**src/rtl/output_arbiter_if.sv**
```systemverilog
// output_arbiter_if: per-output-port arbitration bus between the input buffer managers and the arbiter.
interface output_arbiter_if #(parameter int N = 4);
    localparam int W = (N > 1) ? $clog2(N) : 1;
    logic [N-1:0]   req;
    logic [2*N-1:0] cmd;
    logic [N-1:0]   empty;
    logic           full;
    logic [N-1:0]   ack;
    logic [W-1:0]   sel;
    logic           valid;
    logic           busy;
    modport master(output req, cmd, empty, full, input ack, sel, valid, busy);
    modport slave(input req, cmd, empty, full, output ack, sel, valid, busy);
endinterface

```
**src/rtl/output_arbiter.sv**
```systemverilog
// output_arbiter: round-robin packet arbiter for one switch output; holds the grant from head to tail.
module output_arbiter #(parameter int N = 4) (
    input logic clk,
    input logic rst,
    output_arbiter_if.slave bus
);
    localparam int W = (N > 1) ? $clog2(N) : 1;
    typedef enum logic {IDLE, GRANT} state_t;
    state_t state;
    logic [W-1:0] owner, ptr, pick, next_ptr;
    logic xfer, tail;
    // Walk downward so the lowest offset from ptr wins.
    always_comb begin
        pick = ptr;
        for (int i = N - 1; i >= 0; i--)
            if (bus.req[W'((int'(ptr) + i) % N)]) pick = W'((int'(ptr) + i) % N);
    end
    assign xfer = state == GRANT && !bus.empty[owner] && !bus.full;
    assign tail = bus.cmd[{owner, 1'b0} +: 2] == 2'b11;
    assign next_ptr = W'((int'(owner) + 1) % N);
    assign bus.ack = xfer ? N'(1) << owner : '0;
    assign bus.sel = owner;
    assign bus.valid = xfer;
    assign bus.busy = state == GRANT;
    // A packet ends on a transferred tail or when the owner drops its request.
    always_ff @(posedge clk) begin
        if (rst) begin
            state <= IDLE;
            owner <= '0;
            ptr <= '0;
        end else if (state == IDLE) begin
            if (|bus.req) begin
                owner <= pick;
                state <= GRANT;
            end
        end else if ((xfer && tail) || !bus.req[owner]) begin
            state <= IDLE;
            ptr <= next_ptr;
        end
    end
endmodule

```
**src/flat_wrapper.sv**
```systemverilog
// flat-port wrapper written by rule: the top's interface ports become plain ports
module output_arbiter_flat 
#(parameter int N = 4)
  (clk, rst, bus_req, bus_cmd, bus_empty, bus_full, bus_ack, bus_sel, bus_valid, bus_busy);
  output_arbiter_if #(.N(N)) bus_i ();
  input logic clk;
  input logic rst;
  input wire logic [$bits(bus_i.req)-1:0] bus_req;
  input wire logic [$bits(bus_i.cmd)-1:0] bus_cmd;
  input wire logic [$bits(bus_i.empty)-1:0] bus_empty;
  input wire logic [$bits(bus_i.full)-1:0] bus_full;
  output wire logic [$bits(bus_i.ack)-1:0] bus_ack;
  output wire logic [$bits(bus_i.sel)-1:0] bus_sel;
  output wire logic [$bits(bus_i.valid)-1:0] bus_valid;
  output wire logic [$bits(bus_i.busy)-1:0] bus_busy;
  assign bus_i.req = bus_req;
  assign bus_i.cmd = bus_cmd;
  assign bus_i.empty = bus_empty;
  assign bus_i.full = bus_full;
  assign bus_ack = bus_i.ack;
  assign bus_sel = bus_i.sel;
  assign bus_valid = bus_i.valid;
  assign bus_busy = bus_i.busy;
  output_arbiter #(.N(N)) u_core (.clk(clk), .rst(rst), .bus(bus_i));
endmodule
```
**config.mk**
```make
export PLATFORM = sky130hd
export DESIGN_NAME = output_arbiter_flat
export DESIGN_NICKNAME = d
export VERILOG_FILES = /design/src/rtl/output_arbiter_if.sv /design/src/rtl/output_arbiter.sv /design/src/flat_wrapper.sv
export SDC_FILE = /design/constraint.sdc
export NUM_CORES = 1
export LEC_CHECK = 0
export ABC_AREA = 1
export CAP_MARGIN = 20
export CORE_AREA = 2 2 43 45
export CTS_CLUSTER_SIZE = 28
export DETAILED_ROUTE_END_ITERATION = 6
export DIE_AREA = 0 0 45 47
export MAX_ROUTING_LAYER = met4
export PLACE_DENSITY_LB_ADDON = 0.08
export RECOVER_POWER = 25
export SETUP_SLACK_MARGIN = 0.1
export SLEW_MARGIN = 20
export SYNTH_ARGS = -nofsm -noshare
export SYNTH_HDL_FRONTEND = slang
export SYNTH_SLANG_ARGS = --single-unit
```
**constraint.sdc**
```tcl
create_clock -name clk -period 1.57 [get_ports clk]
set_input_delay 0.157 -clock clk [delete_from_list [all_inputs] [get_ports clk]]
set_output_delay 0.157 -clock clk [all_outputs]
set_load 0.1 [all_outputs]
```
==> results of run 1 <==
==> critical path: stages, from the launching register on <==
cell and delay, ps:
dfxtp_4 370, clkinv_4 70, nand2_2 40, nand3_2 60, nand2_2 60, nor2_4 140, clkinvlp_4 200, nor2_4 150
buf_12 180
==> cells by family (layout without fill, tap and decap cells) <==
group                    after synthesis  in the layout  synth area share, %
AO/OA/AOI/OAI                         18             18                 16.4
flip-flops                             5              5                 15.2
buffers and inverters                 24             66                 16.2
adder cells (fa/ha/maj)                4              4                 7.60
AND/OR/NAND/NOR                       65             65                 44.7
==> metrics by stage <==
step / cells / instance area (sq um) / hold slack (ps) / utilization (%)
after global placement: 164 / 1100 / 492 / 66.7
after detailed placement: 164 / 1100 / 495 / 66.7
after global routing: 175 / 1200 / 531 / 72.9
after CTS: 173 / 1170 / 507 / 71.1
final: 175 / 1200 / 502 / 72.9
after floorplan: 116 / 707 / 334 / -
==> layer usage <==
| metal | track usage [%] | up-vias |
|---|---|---|
| li1 | - | 446 |
| met1 | 25.3 | 355 |
| met2 | 34.6 | 16 |
| met3 | 2.69 | 4 |
| met4 | 8.82 | 0 |
| met5 | - | - |
==> Yosys cell counts <==
library cell,number
a21oi_1,8
a21oi_2,2
buf_4,1
buf_6,1
dfxtp_1,5
ha_1,4
inv_1,21
inv_6,1
nand2_1,36
nand2_2,2
nand2_4,1
nand3_1,11
nand3_2,1
nor2_1,9
nor2_2,3
nor2_4,1
nor4_1,1
o21ai_0,3
o21ai_1,2
o21ai_2,2
o21bai_1,1
==> layout make-up <==
type	instances	area, sq um	area share [%]
Multi-Input combinational cell	87	531	44.1
Timing Repair Buffer	40	423	35.1
Sequential cell	5	111	9.25
Inverter	22	91.3	7.59
Clock buffer	4	26.3	2.18
Tap cell	17	21.3	1.77
==> sequential cells by signal, indices dropped and copies added, names as in the netlist <==
register,flops
u_core.bus.busy,1
u_core.bus.sel,2
u_core.ptr,2
==> placed cells by master (no fill, tap or decap), drive strengths merged <==
master         Yosys  layout
clkbuf             0       6
ha                 4       4
clkinvlp           0       1
inv               22      20
clkdlybuf4s50      0      18
nand3             12      12
o21bai             1       1
nor2              13      13
o21ai              7       7
dfxtp              5       5
nor4               1       1
buf                2      20
nand2             39      39
a21oi             10      10
clkinv             0       1
==> how the worst max path moves through the flow <==
| stage | to | depth (start not counted) | slack, ps |
|---|---|---|---|
| 2_1_floorplan | bus_ack[0] | 7 | -900 |
| 3_3_place_gp | bus_ack[0] | 9 | 20 |
| 3_5_place_dp | bus_ack[0] | 9 | -10 |
| 4_1_cts | bus_ack[2] | 7 | -110 |
| 5_1_grt | bus_ack[2] | 8 | -190 |
| 6_report | bus_ack[2] | 8 | -100 |
==> power groups by stage <==
stage	logic, uW	clock network, uW	registers (uW)
floorplan	437	0	294
global placement	731	0	223
detailed placement	737	0	224
CTS	812	156	192
global route	903	167	197
finish	829	151	194
==> what timing repair did <==
action                     in CTS  in global routing
gates resized for setup         2                 12
cloned                          0                  0
hold buffers                    0                  0
pin swaps                       5                  9
setup endpoints to repair       5                  5
setup buffers                   5                  2
==> results.txt, run 1 <==
Status - complete, but fails checks
Failing checks - setup timing
R2r worst-path depth - 9
Internal - 571 uW
Hold Crit Depth - 2
CTS tree - yes
Hold worst-path end - u_core.ptr[0]
Max-Cap Viols - 0
Die footprint - 2120 sq um
Fin Setup TNS - -383 ps
GRT Total Usage - 20.8%
Critical path launch point - u_core.bus.sel[0]
Die Y-Extent - 47 um
DR WL met3 - 61 um
R2R setup slack - 150 ps
Worst-Margin Slew - 545 ps
CP Class - register to output port
Hold Violations, Final - 0
Hold crit path type - register to register
Unrepaired setup endpoints after global routing - yes
Post-layout min period - 1670 ps
Final HPWL DP - 1.36 mm
Row cnt - 15
Root Driver - clkbuf_4
Via count - 821
DR WL/cell - 10.4 um
Max VDD drop - 0.000772 V
Die X - 45 um
Setup slack after placement - -14.2 ps
Drt drc - 0
Fraction of layout cells with a size suffix above 1 - 36.1%
Core area - 1650 sq um
Highest metal used - met4
Num CTS Buffers - 3
Slew Limit Fails - 0
Number of port buffers - 26
Sequential fraction of the synthesis area - 15.2%
Dominant cell type by area after synthesis - nand2_1
Antenna cells - 0
Final wirelength - 1.83 mm
Critical Path RT - 1410 ps
Worst hold start - u_core.ptr[0]
Reg clk slew, reported paths - 50 ps
Area delta synth->final - 82.9%
First-pass GRT wire length - 3.11 mm
Vias in the first global route - 751
H-tree depth - 1
Initial antenna violation count - 0
Final ANT Viol Nets - 0
Power share of the clock group - 12.9%
Combinational power share - 70.6%
Sw Ratio - 51.4%
Tot Pwr - 1170 uW
Final setup violation count - 4
Synth warnings - 0
Met2 Wirelength - 916 um
Clock Sinks - 5
P_sw - 603 uW
CP Max Fanout - 5
PwrDens - 975 nW/um^2
Synth top area cells - nand2_1 (21%), dfxtp_1 (15%), inv_1 (12%), nand3_1 (8.4%), ha_1 (7.6%)
Cell count after synthesis - 116
Clock Skews - 6.83 ps
Net count after synthesis - 139
Total grt overflow - 0
Critical path capture point type - output port
Cell variety after synth - 21
Pleak - 0.000569 uW
Pin count of the biggest net entering global routing - 10
FF-to-FF Start - u_core.bus.sel[0]
Routed length on met1 - 822 um
Synth Area per Inst - 5.67 sq um
Synthesized cell area - 658 sq um
IO Count - 27
Synth top area share - 20.5%
Seq pwr share - 16.5%
Nets - 182
Fin crit share - 107%
Relative slew slack - 63.8%
Number of fill cells - 132
Initial core utilization - 39.8%
CP Data Arrival Time - 1520 ps
Worst-skew pair later-pin latency - 250 ps
Startpoint types - register
GPL Wtd Cong - 0.765
Worst R2R End - u_core.ptr[1]
Drt initial violations - 9
Vias per std cell - 4.69
Max Clk Rate - 598 MHz
Clk buf depth - 2
First-pass DRT Iterations - 4
#FFs+latches synth - 5
Setup ws final - -103 ps
Note: power is estimated with default switching activity, not from simulation.
==> run 2: changes to the inputs <==
GPL_TIMING_DRIVEN = 0   (was default)
==> run 2 against run 1 <==
- the flow still finishes with violations (setup timing)
- final cell count up 1.1%
- fmax down 7.8%
- die area unchanged
- worst hold slack worse by 4.2 ps
- largest cell class unchanged
==> results.txt, run 2 (synthesis results as in run 1) <==
Status - complete, but fails checks
Failing checks - setup timing
CP Class - register to output port
Critical path capture point type - output port
Num CTS Buffers - 3
Vias in the first global route - 680
Antenna cells - 0
Relative slew slack - 64.0%
Max Clk Rate - 551 MHz
Root Driver - clkbuf_4
Fin crit share - 116%
IO Count - 27
GPL Wtd Cong - 0.744
Die X - 45 um
M1 GR Usage - 24.7%
PwrDens - 984 nW/um^2
Die Y-Extent - 47 um
CP Data Arrival Time - 1660 ps
Setup ws final - -244 ps
Pleak - 0.000572 uW
Post-route insts no fill - 177
Max-Cap Viols - 0
Fraction of layout cells with a size suffix above 1 - 34.4%
CTS Hold Bufs - 0
Worst-Margin Slew - 543 ps
First-pass DRT Iterations - 4
Post-layout min period - 1810 ps
Max VDD drop - 0.000714 V
R2R setup slack - 0 ps
Commonest non-fill, non-tap cell in the layout - nand2_1
Number of fill cells - 145
Total grt overflow - 0
Nets - 184
Final HPWL DP - 1.30 mm
Final setup violation count - 4
Core area - 1650 sq um
Hold Violations, Final - 0
CP Max Fanout - 5
Area delta synth->final - 84.6%
Final ANT Viol Nets - 0
DR WL/cell - 11.3 um
Die footprint - 2120 sq um
Drt drc - 0
Met3 Use GR - 4.62%
Register area - 111 sq um
Final wirelength - 2.01 mm
H-tree depth - 1
Multi-input gate area - 513 sq um
Via count - 836
GRT Total Usage - 20.0%
Hold crit path type - register to register
CTS tree - yes
Reg clk slew, reported paths - 40 ps
Critical Path RT - 1410 ps
Clk buf depth - 2
Gr busiest metal - met2
Row cnt - 15
Clock Sinks - 5
Initial core utilization - 39.8%
Clock Skews - 2.94 ps
Startpoint types - register
Core Util, Final - 73.6%
Worst-skew pair later-pin latency - 240 ps
First-pass GRT wire length - 2.93 mm
Initial antenna violation count - 0
Placed cell count - 159
Slew Limit Fails - 0
Pin count of the biggest net entering global routing - 11
Vias per std cell - 4.72
Unrepaired setup endpoints after global routing - yes
Most frequent cells in the layout - nand2_1 (35), inv_1 (19), clkdlybuf4s50_1 (18)
Number of port buffers - 26
Drt initial violations - 10
Met2 Usage GRT - 32.0%
## run 2: cell types whose count changed in the layout (fill, tap and decap cells not counted), moves of 2 or more
cell / delta
buf_4: +2
a21oi_2: -4
clkbuf_2: -2
a21oi_1: +4
clkdlybuf4s15_2: +3
## run 2: power breakdown
part           total, uW  switching (uW)  internal, uW
combinational        859             524           335
sequential           189            31.0           158
clock                148            52.0          96.1
## run 2: worst paths after layout
path / startpoint / to / depth (start not counted)
max: u_core.bus.sel[0] / bus_ack[0] / 9
min: u_core.bus.busy / u_core.bus.busy / 1
max reg2reg: u_core.bus.sel[0] / u_core.ptr[0] / 14
min reg2reg: u_core.bus.busy / u_core.bus.busy / 1
## run 2: layout make-up
cell class,instances,share of cell area [%]
multi-input cells,87,42.2
inverters,22,8.03
repair buffers,40,34.8
flip-flops and latches,5,9.17
clock buffers,4,2.16
plain buffers,2,1.85
well taps,17,1.75
## run 2: through the flow
stage / power, uW / hold WS [ps] / cell area [sq um] / setup WS, ps / TNS, ps
final: 1200 / 498 / 1210 / -244 / -863
after detailed placement: 894 / 476 / 988 / -960 / -4780
after CTS: 1100 / 483 / 1100 / -219 / -932
after global routing: 1300 / 517 / 1210 / -340 / -1410
after global placement: 886 / 475 / 988 / -943 / -4670
after floorplan: 732 / 334 / 707 / -902 / -4580
## run 2: what timing repair did
item	CTS	global route
setup endpoints to repair	8	8
pin swaps	5	6
resized for setup	54	11
setup buffers	5	9
cloned	0	0
## run 2: critical path: stages, from the launching register on
cell and delay, ps:
dfxtp_4 340, buf_8 130, inv_8 50, nand2_4 30
nand3_2 50, nand2_2 60, nor2_4 150, clkinvlp_4 210
nor2_4 180, buf_12 180
## run 2: metal layers
metal | up-vias | routed length (um)
li1 | 453 | -
met1 | 367 | 924
met2 | 16 | 1010
met3 | 0 | 75
met4 | 0 | 0
met5 | - | 0
